`src/rtl/sample_mix_scheduler.sv`:
```
// Polls NUM_VOICES sample sources once per frame, sums them and hands the mix to the codec.
// Define MIX_SATURATE_EN to clamp the 21-bit sum to 18 bits; otherwise the sum wraps.
module sample_mix_scheduler #(
    parameter int NUM_VOICES = 3,
    parameter int TIMEOUT    = 255
) (
    input  logic                  clk,
    input  logic                  reset,
    input  logic                  generate_next_sample,
    output logic [NUM_VOICES-1:0] voice_req,
    input  logic signed [17:0]    voice_sample,
    input  logic                  voice_valid,
    input  logic                  mute,
    input  logic                  clear_flags,
    output logic signed [17:0]    new_sample_out,
    output logic                  latch_new_sample,
    output logic                  busy,
    output logic                  timeout_flag,
    output logic                  overrun_flag
);
    localparam int IDX_W  = $clog2(NUM_VOICES);
    localparam int WAIT_W = $clog2(TIMEOUT + 1);
    localparam logic [IDX_W-1:0]  LAST_IDX = IDX_W'(NUM_VOICES - 1);
    localparam logic [WAIT_W-1:0] WAIT_MAX = WAIT_W'(TIMEOUT);

    typedef enum logic [1:0] {IDLE, POLL, LATCH} state_t;

    state_t              state;
    logic [IDX_W-1:0]    index;
    logic [WAIT_W-1:0]   wait_cnt;
    logic signed [20:0]  acc;
    logic signed [17:0]  held_sample;
    logic signed [17:0]  mixed;
    logic                take;
    logic                skip;
    logic                advance;

    function automatic logic signed [17:0] convert(input logic signed [20:0] sum);
`ifdef MIX_SATURATE_EN
        if (sum > 21'sd131071)
            return 18'sd131071;
        if (sum < -21'sd131072)
            return 18'sh20000;
        return sum[17:0];
`else
        return sum[17:0];
`endif
    endfunction

    // A voice is skipped on the cycle after TIMEOUT silent cycles, so it occupies TIMEOUT+1 cycles.
    assign take    = (state == POLL) && voice_valid;
    assign skip    = (state == POLL) && !voice_valid && (wait_cnt == WAIT_MAX);
    assign advance = take || skip;
    assign busy    = (state != IDLE);

    // mute is looked at in the LATCH cycle itself, so the output is muxed live during LATCH.
    assign mixed          = mute ? 18'sd0 : convert(acc);
    assign new_sample_out = (state == LATCH) ? mixed : held_sample;

    always_ff @(posedge clk) begin
        if (reset) begin
            state            <= IDLE;
            index            <= '0;
            wait_cnt         <= '0;
            acc              <= '0;
            held_sample      <= '0;
            voice_req        <= '0;
            latch_new_sample <= 1'b0;
            timeout_flag     <= 1'b0;
            overrun_flag     <= 1'b0;
        end else begin
            latch_new_sample <= 1'b0;
            timeout_flag     <= skip | (timeout_flag & ~clear_flags);
            overrun_flag     <= (generate_next_sample && state != IDLE) |
                                (overrun_flag & ~clear_flags);
            case (state)
                IDLE: begin
                    if (generate_next_sample) begin
                        acc       <= '0;
                        index     <= '0;
                        wait_cnt  <= '0;
                        voice_req <= NUM_VOICES'(1);
                        state     <= POLL;
                    end
                end
                POLL: begin
                    if (advance) begin
                        wait_cnt <= '0;
                        if (take)
                            acc <= acc + $signed({{3{voice_sample[17]}}, voice_sample});
                        if (index == LAST_IDX) begin
                            voice_req        <= '0;
                            latch_new_sample <= 1'b1;
                            state            <= LATCH;
                        end else begin
                            index     <= index + IDX_W'(1);
                            voice_req <= voice_req << 1;
                        end
                    end else begin
                        wait_cnt <= wait_cnt + WAIT_W'(1);
                    end
                end
                LATCH: begin
                    held_sample <= mixed;
                    state       <= IDLE;
                end
                default: state <= IDLE;
            endcase
        end
    end
endmodule

```
`config.mk`:
```
export PLATFORM = sky130hd
export DESIGN_NAME = sample_mix_scheduler
export DESIGN_NICKNAME = d
export VERILOG_FILES = /design/src/rtl/sample_mix_scheduler.sv
export SDC_FILE = /design/constraint.sdc
export NUM_CORES = 1
export LEC_CHECK = 0
export BUFFER_PORTS_ARGS = -buffer_cell sky130_fd_sc_hd__clkbuf_2
export CAP_MARGIN = 20
export CORE_AREA = 2 2 79 81
export DETAILED_ROUTE_END_ITERATION = 8
export DIE_AREA = 0 0 81 83
export PLACE_DENSITY = 0.73
export SYNTH_ARGS = -nofsm -noshare
export SYNTH_HDL_FRONTEND = slang
export SYNTH_SLANG_ARGS = --single-unit
```
`constraint.sdc`:
```
create_clock -name clk -period 2.93 [get_ports clk]
set_clock_uncertainty 0.2 [all_clocks]
set_input_delay 0.1465 -clock clk [delete_from_list [all_inputs] [get_ports clk]]
set_output_delay 0.1465 -clock clk [all_outputs]
set_load 0.1 [all_outputs]
```
==> summary.txt <==
Timing
  – Fmax achieved: around 0.38 GHz
  – Max-slew violations: 0
  – # setup viols final: 0
  – Final Hold Fails: 0
  – Final Critical Period: 2.60 ns
  – RSZ-0062 raised after global routing: false
  – Setup TNS: 0 ns
  – Actual slew at the worst max-slew pin: 0.732 ns
  – Crit share post-route: 0.887
  – Worst slew margin: 0.512

Synthesis
  – Net count after synthesis: 401
  – Mapped Cells: 357
  – Synth top cells by count: dfxtp_1 (54), nand2_1 (46), o21ai_0 (30), nand2b_1 (22)
  – Sequential share of the synthesized area: 0.362
  – Top cell type's share of synthesized area: 0.362
  – Ys Warns: 0
  – Dominant register cell in the synthesized netlist: dfxtp_1
  – Mapped Avg Cell Area: 8.37 um2
  – Leading area contributor after synthesis: dfxtp_1
  – Ys async rst share: 0
  – Count leader, synth: dfxtp_1
  – Number of synthesized flops with an enable pin: 0
  – Distinct cell type count after synthesis: 50
  – Seq cells post-synth: 54
  – Post-synthesis cell area: approximately 3000 um2
  – Ranking of synthesized cells by area: dfxtp_1 (36%), ha_1 (8.0%), nand2_1 (5.8%)

Clock tree
  – H-Tree Depth: 2
  – Clock root buffer master: clkbuf_8
  – CTS tree: done
  – Cts bufs inserted: 5
  – Clk buf depth: 2
  – Post-CTS resize count: 0
  – Worst-Skew Late Latency: 0.30 ns
  – Worst-path clk slew: approximately 0.10 ns
  – Total clock sinks: 54

Floorplan
  – IO Count: 49
  – Core Region: approximately 5800 um2
  – Die span in x: 81 um
  – Initial Util: 0.514
  – Die area: 6720 um2
  – # rows: 28
  – Die Y: 83 um

Global routing
  – Vias in the first global route: 2475
  – Global Route Usage Sum: 0.207
  – Grt ovf: 0
  – First-pass GRT wire length: 11300 um
  – Initial antenna violation count: 0
  – Pin count of the biggest net entering global routing: 37

Place
  – GPL Wtd Cong: 0.915
  – Port Buffers: 48
  – Dpl hpwl: 5070 um
  – Cells after DPL: 471
  – Area post-placement: 3300 um2

Critical path
  – Crit. Startpoint: voice_sample[0]
  – FF-to-FF End: acc[16]$_SDFFE_PP0P_
  – Worst Path Arrival: 2.59 ns
  – CP Class: in2reg
  – Startpoint Class: input port
  – Worst EP required: 2.92 ns
  – R2R depth: 8
  – Reg-to-Reg Start: acc[0]$_SDFFE_PP0P_
  – Critical path capture point: acc[16]$_SDFFE_PP0P_
  – Worst Setup End Kind: flop
  – Max FO, Critical Path: 4
  – R2r setup slk: 0.50 ns

Cells and area
  – ANT cells: 0
  – Area growth, synth to finish: 14.6%
  – Fillcell total: 539
  – Final Instance Area: between 3000 and 4000 um2
  – # nets final: 451
  – Layout cells sized above 1: 0.162
  – Fin cells: 483

Drt
  – Routed WL per cell: 13.8 um
  – Via-to-Cell Ratio: 5.37
  – Drt first pass iters: 4
  – Routed WL: 6670 um
  – Post-route DRC violation count: 0
  – Initial DRC count: 129
  – Final antenna-violating net count: 0
  – Via Count: around 2600

Job
  – Max-Cap Viols: 0

Power and ir drop
  – Power per cell area: around 420 nW/um2
  – Total power: 0.00144 W
  – IR Drop Worst-Case VDD: roughly 0.00026 V
  – Pleak: around 1.4 nW

Run status
  – Outcome: finished, final reports clean

Hold path
  – Worst hold path type: in2reg
state kept, by name, indices dropped and copies added, names as in the netlist:
signal	flops
wait_cnt	8
voice_req	3
held_sample	18
state	2
latch_new_sample	1
acc	18
overrun_flag	1
index	2
timeout_flag	1
area by class of cell:
cell class / count / area [um2] / share of cell area
clock inverter: 2 / 13.8 / 0.00402
inverter: 7 / 26.3 / 0.00768
multi-input combinational: 284 / 1830 / 0.535
sequential: 54 / 1080 / 0.316
tap: 75 / 93.8 / 0.0274
timing repair buffer: 55 / 303 / 0.0885
clock buffer: 6 / 72.6 / 0.0212
critical path: stages:
cell and delay [ns]:
dlygate4sd3_1 0.54, clkbuf_2 0.11, ha_1 0.22, fa_1 0.41
a21o_1 0.19, a21oi_1 0.30, o21a_1 0.19, o21ai_1 0.12
mux2i_1 0.14, or2_1 0.23
cell usage in the layout (no fill, tap or decap), drive strengths merged, types with 6 or more instances in the layout:
cell type	netlist	routed
inv	7	7
nand3	11	11
a21o	10	10
o21ai	35	35
nor2	20	20
nand2	46	46
dfxtp	54	54
xnor2	12	12
nor2b	20	20
clkbuf	10	54
ha	19	19
a21oi	21	21
and3	6	6
nand2b	22	22
xor2	8	8
worst min-delay path by stage:
stage | startpoint | to | slack (ns) | cells past startpoint
finish | voice_valid | state[1]$_SDFFE_PP0P_ | 0.02 | 3
global route | voice_sample[17] | acc[17]$_SDFFE_PP0P_ | 0.05 | 3
detailed placement | generate_next_sample | overrun_flag$_SDFF_PP0_ | 0.22 | 3
global placement | generate_next_sample | overrun_flag$_SDFF_PP0_ | 0.21 | 3
CTS | voice_valid | state[1]$_SDFFE_PP0P_ | 0.01 | 3
floorplan | generate_next_sample | overrun_flag$_SDFF_PP0_ | 0.09 | 2
routing by layer:
| layer | part of all wire | up-vias | wire [um] | global-route usage |
|---|---|---|---|---|
| met5 | 0 | - | 0 | 0 |
| met4 | 0.0051 | 0 | 34 | 0.0447 |
| met3 | 0.033 | 2 | 217 | 0.0348 |
| met2 | 0.49 | 44 | 3260 | 0.348 |
| met1 | 0.47 | 1200 | 3160 | 0.276 |
| li1 | - | 1350 | - | - |
per-stage QoR:
stage / hold WS (ns) / worst slack [ns] / utilization
4_1_cts: 0.00951 / 0.347 / 0.588
3_5_place_dp: 0.223 / 0.505 / 0.567
2_1_floorplan: 0.0870 / -0.589 / -
5_1_grt: 0.0511 / 0.196 / 0.588
3_3_place_gp: 0.213 / 0.571 / 0.567
6_report: 0.0186 / 0.330 / 0.588
where the power goes:
part	switching (W)	leakage, nW	internal [W]
registers	0.0000171	0.437	0.000752
clock network	0.000244	0.0452	0.000169
logic	0.000159	0.947	0.000103
cells by family (layout without fill, tap and decap cells):
| family | after synthesis | count (layout) | share of synthesized area |
|---|---|---|---|
| fa+ha+maj | 20 | 20 | 0.0863 |
| buf+inv | 19 | 70 | 0.0247 |
| compound gates | 91 | 91 | 0.201 |
| xor+xnor | 20 | 20 | 0.0587 |
| simple gates | 150 | 150 | 0.257 |
| mux | 3 | 3 | 0.0101 |
| flops | 54 | 54 | 0.362 |
what timing repair did:
item / 4_1_cts / 5_1_grt
hold buffers: 4 / 0
buffers inserted: 0 / 0
setup endpoints to repair: 0 / 0
endpoints found under the hold margin: 4 / 0
Power figures use the tool's default switching activity.
